### config.mk
export PLATFORM = sky130hd
export DESIGN_NAME = tv_recorder
export DESIGN_NICKNAME = d
export VERILOG_FILES = /design/src/rtl/tv_recorder.sv
export SDC_FILE = /design/constraint.sdc
export NUM_CORES = 1
export LEC_CHECK = 0
export ABC_CLOCK_PERIOD_IN_PS = 2350
export CAP_MARGIN = 25
export CORE_MARGIN = 2
export CORE_UTILIZATION = 55
export DETAILED_ROUTE_END_ITERATION = 8
export HOLD_SLACK_MARGIN = 0.1
export PLACE_DENSITY_LB_ADDON = 0.15
export SLEW_MARGIN = 5
export SYNTH_ARGS = -nofsm -noshare
export SYNTH_HDL_FRONTEND = slang
export SYNTH_SLANG_ARGS = --single-unit
### constraint.sdc
create_clock -name clk -period 2.35 [get_ports clk]
set_input_delay 0.3525 -clock clk [delete_from_list [all_inputs] [get_ports clk]]
set_output_delay 0.3525 -clock clk [all_outputs]
set_load 0.02 [all_outputs]
### src/rtl/tv_recorder.sv
// Test-vector recorder: captures {inputs,output} words per strobe, counts
// mismatches against an expected word, then streams the buffer out.
module tv_recorder #(
    parameter  int WIDTH = 4,
    parameter  int DEPTH = 16,
    localparam int AW    = $clog2(DEPTH)
) (
    input  logic             clk,
    input  logic             reset,
    input  logic             start,
    input  logic             stop,
    input  logic             sample_valid,
    input  logic [WIDTH-1:0] sample_data,
    input  logic [WIDTH-1:0] expect_data,
    output logic             out_valid,
    input  logic             out_ready,
    output logic [WIDTH-1:0] out_data,
    output logic             out_last,
    output logic             done,
    output logic             busy,
    output logic [AW:0]      count,
    output logic [AW:0]      errors,
    output logic             overflow
);

    typedef enum logic [1:0] {
        IDLE,
        CAPTURE,
        DUMP
    } state_t;

    localparam logic [AW:0]   FULL  = (AW+1)'(DEPTH);
    localparam logic [AW:0]   CONE  = (AW+1)'(1);
    localparam logic [AW-1:0] PONE  = AW'(1);

    state_t          state;
    state_t          state_nxt;
    logic [AW-1:0]   wr_ptr;
    logic [AW-1:0]   rd_ptr;
    logic [WIDTH-1:0] mem [DEPTH];
    logic            full;
    logic            accept;
    logic            handshake;

    assign full      = (count == FULL);
    assign accept    = (state == CAPTURE) && sample_valid && !full;
    assign handshake = out_valid && out_ready;

    always_ff @(posedge clk) begin
        if (!reset) begin
            state <= IDLE;
        end else begin
            state <= state_nxt;
        end
    end

    always_comb begin
        state_nxt = state;
        unique case (state)
            IDLE: begin
                if (start) state_nxt = CAPTURE;
            end
            CAPTURE: begin
                if (stop) state_nxt = DUMP;
            end
            DUMP: begin
                // An empty buffer has nothing to stream, so the session ends at once.
                if (count == '0) state_nxt = IDLE;
                else if (handshake && out_last) state_nxt = IDLE;
            end
            default: state_nxt = IDLE;
        endcase
    end

    always_comb begin
        out_valid = 1'b0;
        out_data  = '0;
        out_last  = 1'b0;
        busy      = (state != IDLE);
        if (state == DUMP && {1'b0, rd_ptr} < count) begin
            out_valid = 1'b1;
            out_data  = mem[rd_ptr];
            out_last  = ({1'b0, rd_ptr} == count - CONE);
        end
    end

    always_ff @(posedge clk) begin
        if (!reset) begin
            count    <= '0;
            errors   <= '0;
            overflow <= 1'b0;
            wr_ptr   <= '0;
            rd_ptr   <= '0;
            done     <= 1'b0;
        end else begin
            done <= (state == DUMP) && (state_nxt == IDLE);
            if (state == IDLE && start) begin
                count    <= '0;
                errors   <= '0;
                overflow <= 1'b0;
                wr_ptr   <= '0;
                rd_ptr   <= '0;
            end
            if (accept) begin
                wr_ptr <= wr_ptr + PONE;
                count  <= count + CONE;
                if (sample_data != expect_data) errors <= errors + CONE;
            end
            // Dropped words are neither stored nor compared.
            if (state == CAPTURE && sample_valid && full) overflow <= 1'b1;
            if (handshake) rd_ptr <= rd_ptr + PONE;
        end
    end

    always_ff @(posedge clk) begin
        if (accept) mem[wr_ptr] <= sample_data;
    end

endmodule

-- After elaboration in Yosys (flattened, before gate mapping)
Memory sizes are Yosys's and may differ from the RTL's. A register that Yosys moved wholly into a read port is not among the register bits.
Cells that the tools add are included.
- add/subtract/negate cells: 5
- reductions and logical operators: 16
- equality and inequality tests: 5
- mux-type cells: 22
- order comparisons: 1
- operator list (cell ; number):
    two-way mux 5 bit ; 5
    two-way mux 4 bit ; 6
    adder 5 x 1 -> 5 bit (second input constant) ; 2
    adder 4 x 1 -> 4 bit (second input constant) ; 2
    logical AND 1 bit ; 8
    two-way mux 2 bit ; 4
    nonzero test 2 bit ; 4
    two-way mux 1 bit ; 6
    one-hot mux 2 bit (3 select lines) ; 1
    == test 4 x 5 -> 1 bit ; 1
    == test 5 bit (second input constant) ; 1
    logical NOT 5 bit ; 1
    less-than comparator 4 x 5 -> 1 bit ; 1
    subtractor 5 x 1 -> 5 bit (second input constant) ; 1
    logical NOT 2 bit ; 2
    inequality test 4 bit ; 1
    == test 2 x 1 -> 1 bit (second input constant) ; 1
    == test 2 bit (second input constant) ; 1
    logical NOT 1 bit ; 1
- bits of input ports: 14
- bits in writable memories: 64
- memories kept: 1
- output and inout bits: 19
- word-level logic and storage cells: 57
- register bits: 22
- memories (name ; depth ; bits a word ; read ports ; clocked after Yosys merged registers in ; wr ports ; line ; RTL):
    mem ; 16 ; 4 ; 1 ; 1 ; 1 ; 40 ; logic [WIDTH-1:0] mem [DEPTH];

-- Logic depth before layout (Yosys ltp)
- word-level depth: 10
- gate-level depth with buffers: 7
- gate-level depth less buffers: 6

-- Least setup slack after synthesis
No wires, ideal clock.
- kind: reg2out
- start: register count[1]
- end: output out_data[0]
- stages on the path, launching flop included: 7
- setup slack: -0.096 ns
- data arrival time: 2.093 ns
- path buffers: 0
- data required time: 1.997 ns
- cells stage by stage: dfxtp_1 -> inv_1 -> ha_1 -> nor2b_1 -> o2111ai_1 -> nand2_1 -> a211oi_1
- cells in the longest elaborated chain, start to end: 3
- RTL lines (item ; line ; RTL):
    start: declaration ; 21 ; output logic [AW:0] count,
    start signal: assignment ; 106 ; count <= count + CONE;
    less-than comparator 4 x 5 -> 1 bit ; 80 ; if (state == DUMP && {1'b0, rd_ptr} < count) begin
    logical AND 1 bit ; 80 ;
    two-way mux 4 bit ; 80 ;
    end: declaration ; 17 ; output logic [WIDTH-1:0] out_data,
No other way between the ends.

==> impl_metrics.ini <==
[power_and_ir_drop]
swShare_pct = 20.8
p_clk_share_pct = 37.7
leakage_nw = 1.67
powerDensity_nw_per_um2 = 603
vdd_drop_max_mv = 0.344
p_comb_share_pct = 5.2
seqPwrFrac_pct = 57.1
p_sw_mw = 0.621
internal-power_mw = 2.37
power_mw = 2.99

[placed_design]
dpl.hpwl_um = 5890
place_congestion = 0.829
dp.cells = 444
numPortBuffers = 32

[critical_path]
critical_path_class = flip-flop to primary output
cp.arrival_ns = 1.97
worst-path-max-fanout = 8
ff2ff_setup_slack_ns = 0.15
rr_endpoint = mem[9][1]$_DFFE_PP_
worst-r2r-cell-count = 8
r2r-start = count[0]$_SDFFE_PN0P_
worstSetupStartpointType = flip-flop
required_ns = 2.00
crit_path_end_kind = primary output

[finish]
fin_cells = 461
fin_util_pct = 69.1
diodes = 0
drive_above_1_share_pct = 25.4
fin_nets = 383
n_fill_cell = 510
syn2layout_area_growth_pct = 22.5

[timing]
hold_violations = 0
max_freq_ghz = 0.431
rsz0062_at_grt = true
tightestPinTransition_ns = 0.574
setup_tns_ns = 0
finalClockSkew_ns = 0.00566
period_share_pct = 98.8
finalSetupViolCount = 0
final-max-slew-violation-count = 0
finalCriticalPeriod_ns = 2.32
worst_slew_margin_rel_pct = 61.7

[clock_network]
numCtsBuffers = 9
cts_num_sinks = 90
clkTransAtPathRegs_ns = 0.09
clock_latency_ns = 0.35
h-tree-depth = 3
cts_tree = yes
cts_buffer_depth = 2
cts_root_buf = clkbuf_8

[grt]
grt_pass1_wl_um = 13700
grt_usage_pct = 22.3
antenna_found_initial = 0
grt_pass1_vias = 2600
grt_max_degree = 17
grt_overflow_total = 0

[synth]
synth.net_count = 320
synth_area_leader_cell = edfxtp_1
yosysSeqAreaShare_pct = 60.3
yosysUniqueCellTypes = 50
synth.area.top_cells = edfxtp_1 (47%), dfxtp_1 (13%), mux4_2 (8.9%), ha_1 (3.7%), nor2_1 (1.9%)
netlist_area_sq_um = 4050
syn_inst = 294
synth_seq_cells = 90
synth-main-ff-cell = edfxtp_1
synth_top_cell_area_share_pct = 47.5
yosys_warnings = 0
synth_edf_count = 64
async_flop_share_pct = 0
synth_area_per_cell_sq_um = 13.8

[floorplan]
die-area_sq_um = 8060
initial_core_util_pct = 56.4
fp.dieH_um = 89.8
dieWidth_um = 89.8
core_area_sq_um = 7180
placementRows = 31
io_pins = 33

[job]
maxCapViolations = 0

[hold_path]
hold_path.startpoint = overflow$_SDFFE_PN0P_
hold_class = flip-flop to flip-flop
hold_depth = 2
min_to = overflow$_SDFFE_PN0P_

[drt]
drtIter0Drc = 155
routed_wl_um = 8380
vias = 2635
first_pass_iters = 4
wire_per_inst_um = 18.2
vias_per_cell = 5.72
final_antenna_net_count = 0
drc = 0

[outcome]
status = completed
worst max-delay path by stage:
stage / startpoint / to / slack (ns) / cells after the start
finish: flip-flop / out_data[2] / 0.03 / 6
global route: count[1]$_SDFFE_PN0P_ / out_data[3] / -0.07 / 7
CTS: count[3]$_SDFFE_PN0P_ / out_data[2] / 0.005 / 7
detailed placement: count[3]$_SDFFE_PN0P_ / out_data[2] / -0.08 / 7
global placement: count[3]$_SDFFE_PN0P_ / out_data[3] / -0.07 / 7
floorplan: count[1]$_SDFFE_PN0P_ / out_data[0] / -0.1 / 6
Yosys cell counts (3+ instances only):
master	instances
nand4_1	3
buf_1	3
dfxtp_1	26
nand2b_1	6
a211oi_1	8
nand2_1	11
mux2i_1	5
buf_2	3
clkbuf_1	5
nand3b_1	3
o211ai_1	6
nor3_1	7
a31oi_1	3
inv_1	12
ha_1	12
buf_4	3
mux4_2	16
o311ai_0	3
xor2_1	6
nor2_1	20
nand3_1	11
a21oi_1	12
o2111ai_1	3
edfxtp_1	64
xnor2_1	6
nor2b_1	8
routing by layer:
layer	wire length, um	part of all wire, %	track usage [%]	vias to the layer above
met5	0	0	0	-
met4	34	0.41	5.90	0
met3	482	5.7	5.78	2
met2	4010	48	35.1	71
met1	3860	46	31.3	1303
li1	-	-	-	1259
cell families (layout without fill, tap and decap cells):
logic type | count (synthesis) | in the layout | share of synthesized area (%)
AO/OA/AOI/OAI | 49 | 49 | 8.87
adder cells (fa/ha/maj) | 12 | 12 | 3.71
buffers and inverters | 27 | 95 | 3.06
XOR/XNOR | 12 | 12 | 2.60
flip-flops | 90 | 90 | 60.3
AND/OR/NAND/NOR | 83 | 83 | 11.3
multiplexers | 21 | 21 | 10.1
repair_timing:
action / CTS / global route
cloned: 0 / 0
pin swaps: 1 / 5
hold buffers: 0 / 0
endpoints found under the hold margin: 0 / 0
setup buffers: 0 / 1
endpoints found under the setup margin: 6 / 6
gates resized for setup: 35 / 11
sequential cells by signal, indices dropped and copies added, names as in the netlist, named ones only:
register / cells
done: 1
errors: 5
overflow: 1
rd_ptr: 4
wr_ptr: 4
count: 5
mem: 64
state: 2
critical path, stage by stage, from the launching register on:
cell	delay, ns
dfxtp_2	0.35
buf_12	0.12
buf_12	0.13
mux4_2	0.52
a211oi_2	0.25
a211oi_2	0.06
buf_2	0.17
cell usage in the layout, fill, tap and decap left out, types with 5 or more instances in the layout:
cell,netlist,routed
nand2_1,11,9
mux4_2,16,16
clkdlybuf4s50_1,0,26
a21oi_1,12,11
xor2_1,6,6
nor3_1,7,7
nor2_1,20,20
nand2b_1,6,6
dfxtp_1,26,24
nor2b_1,8,8
buf_4,3,34
edfxtp_1,64,64
xnor2_1,6,6
nand3_1,11,11
clkbuf_8,0,9
inv_1,12,11
ha_1,12,11
o211ai_1,6,6
a211oi_2,0,5
power groups by stage:
stage / clock, mW / combinational, mW / sequential [mW]
floorplan: 0 / 0.0652 / 1.75
global route: 1.20 / 0.173 / 1.71
CTS: 1.14 / 0.157 / 1.71
finish: 1.13 / 0.156 / 1.71
detailed placement: 0 / 0.153 / 1.74
global placement: 0 / 0.148 / 1.74
per-stage QoR:
| step | area, sq um | hold WS, ns | worst slack [ns] |
|---|---|---|---|
| 2_1_floorplan | 4050 | 0.451 | -0.0955 |
| 3_3_place_gp | 4690 | 0.492 | -0.0671 |
| 3_5_place_dp | 4690 | 0.498 | -0.0776 |
| 4_1_cts | 4920 | 0.522 | 0.00508 |
| 5_1_grt | 4960 | 0.571 | -0.0680 |
| 6_report | 4960 | 0.510 | 0.0278 |
cell type report:
class / count / area [sq um] / share of cell area [%]
Clock buffer: 9 / 124 / 2.50
Clock inverter: 7 / 92.6 / 1.87
Inverter: 12 / 45.0 / 0.908
Multi-Input combinational cell: 177 / 1540 / 31.1
Sequential cell: 90 / 2440 / 49.3
Tap cell: 99 / 124 / 2.50
Timing Repair Buffer: 67 / 587 / 11.8
No activity file was read; power rests on OpenSTA's default activity.
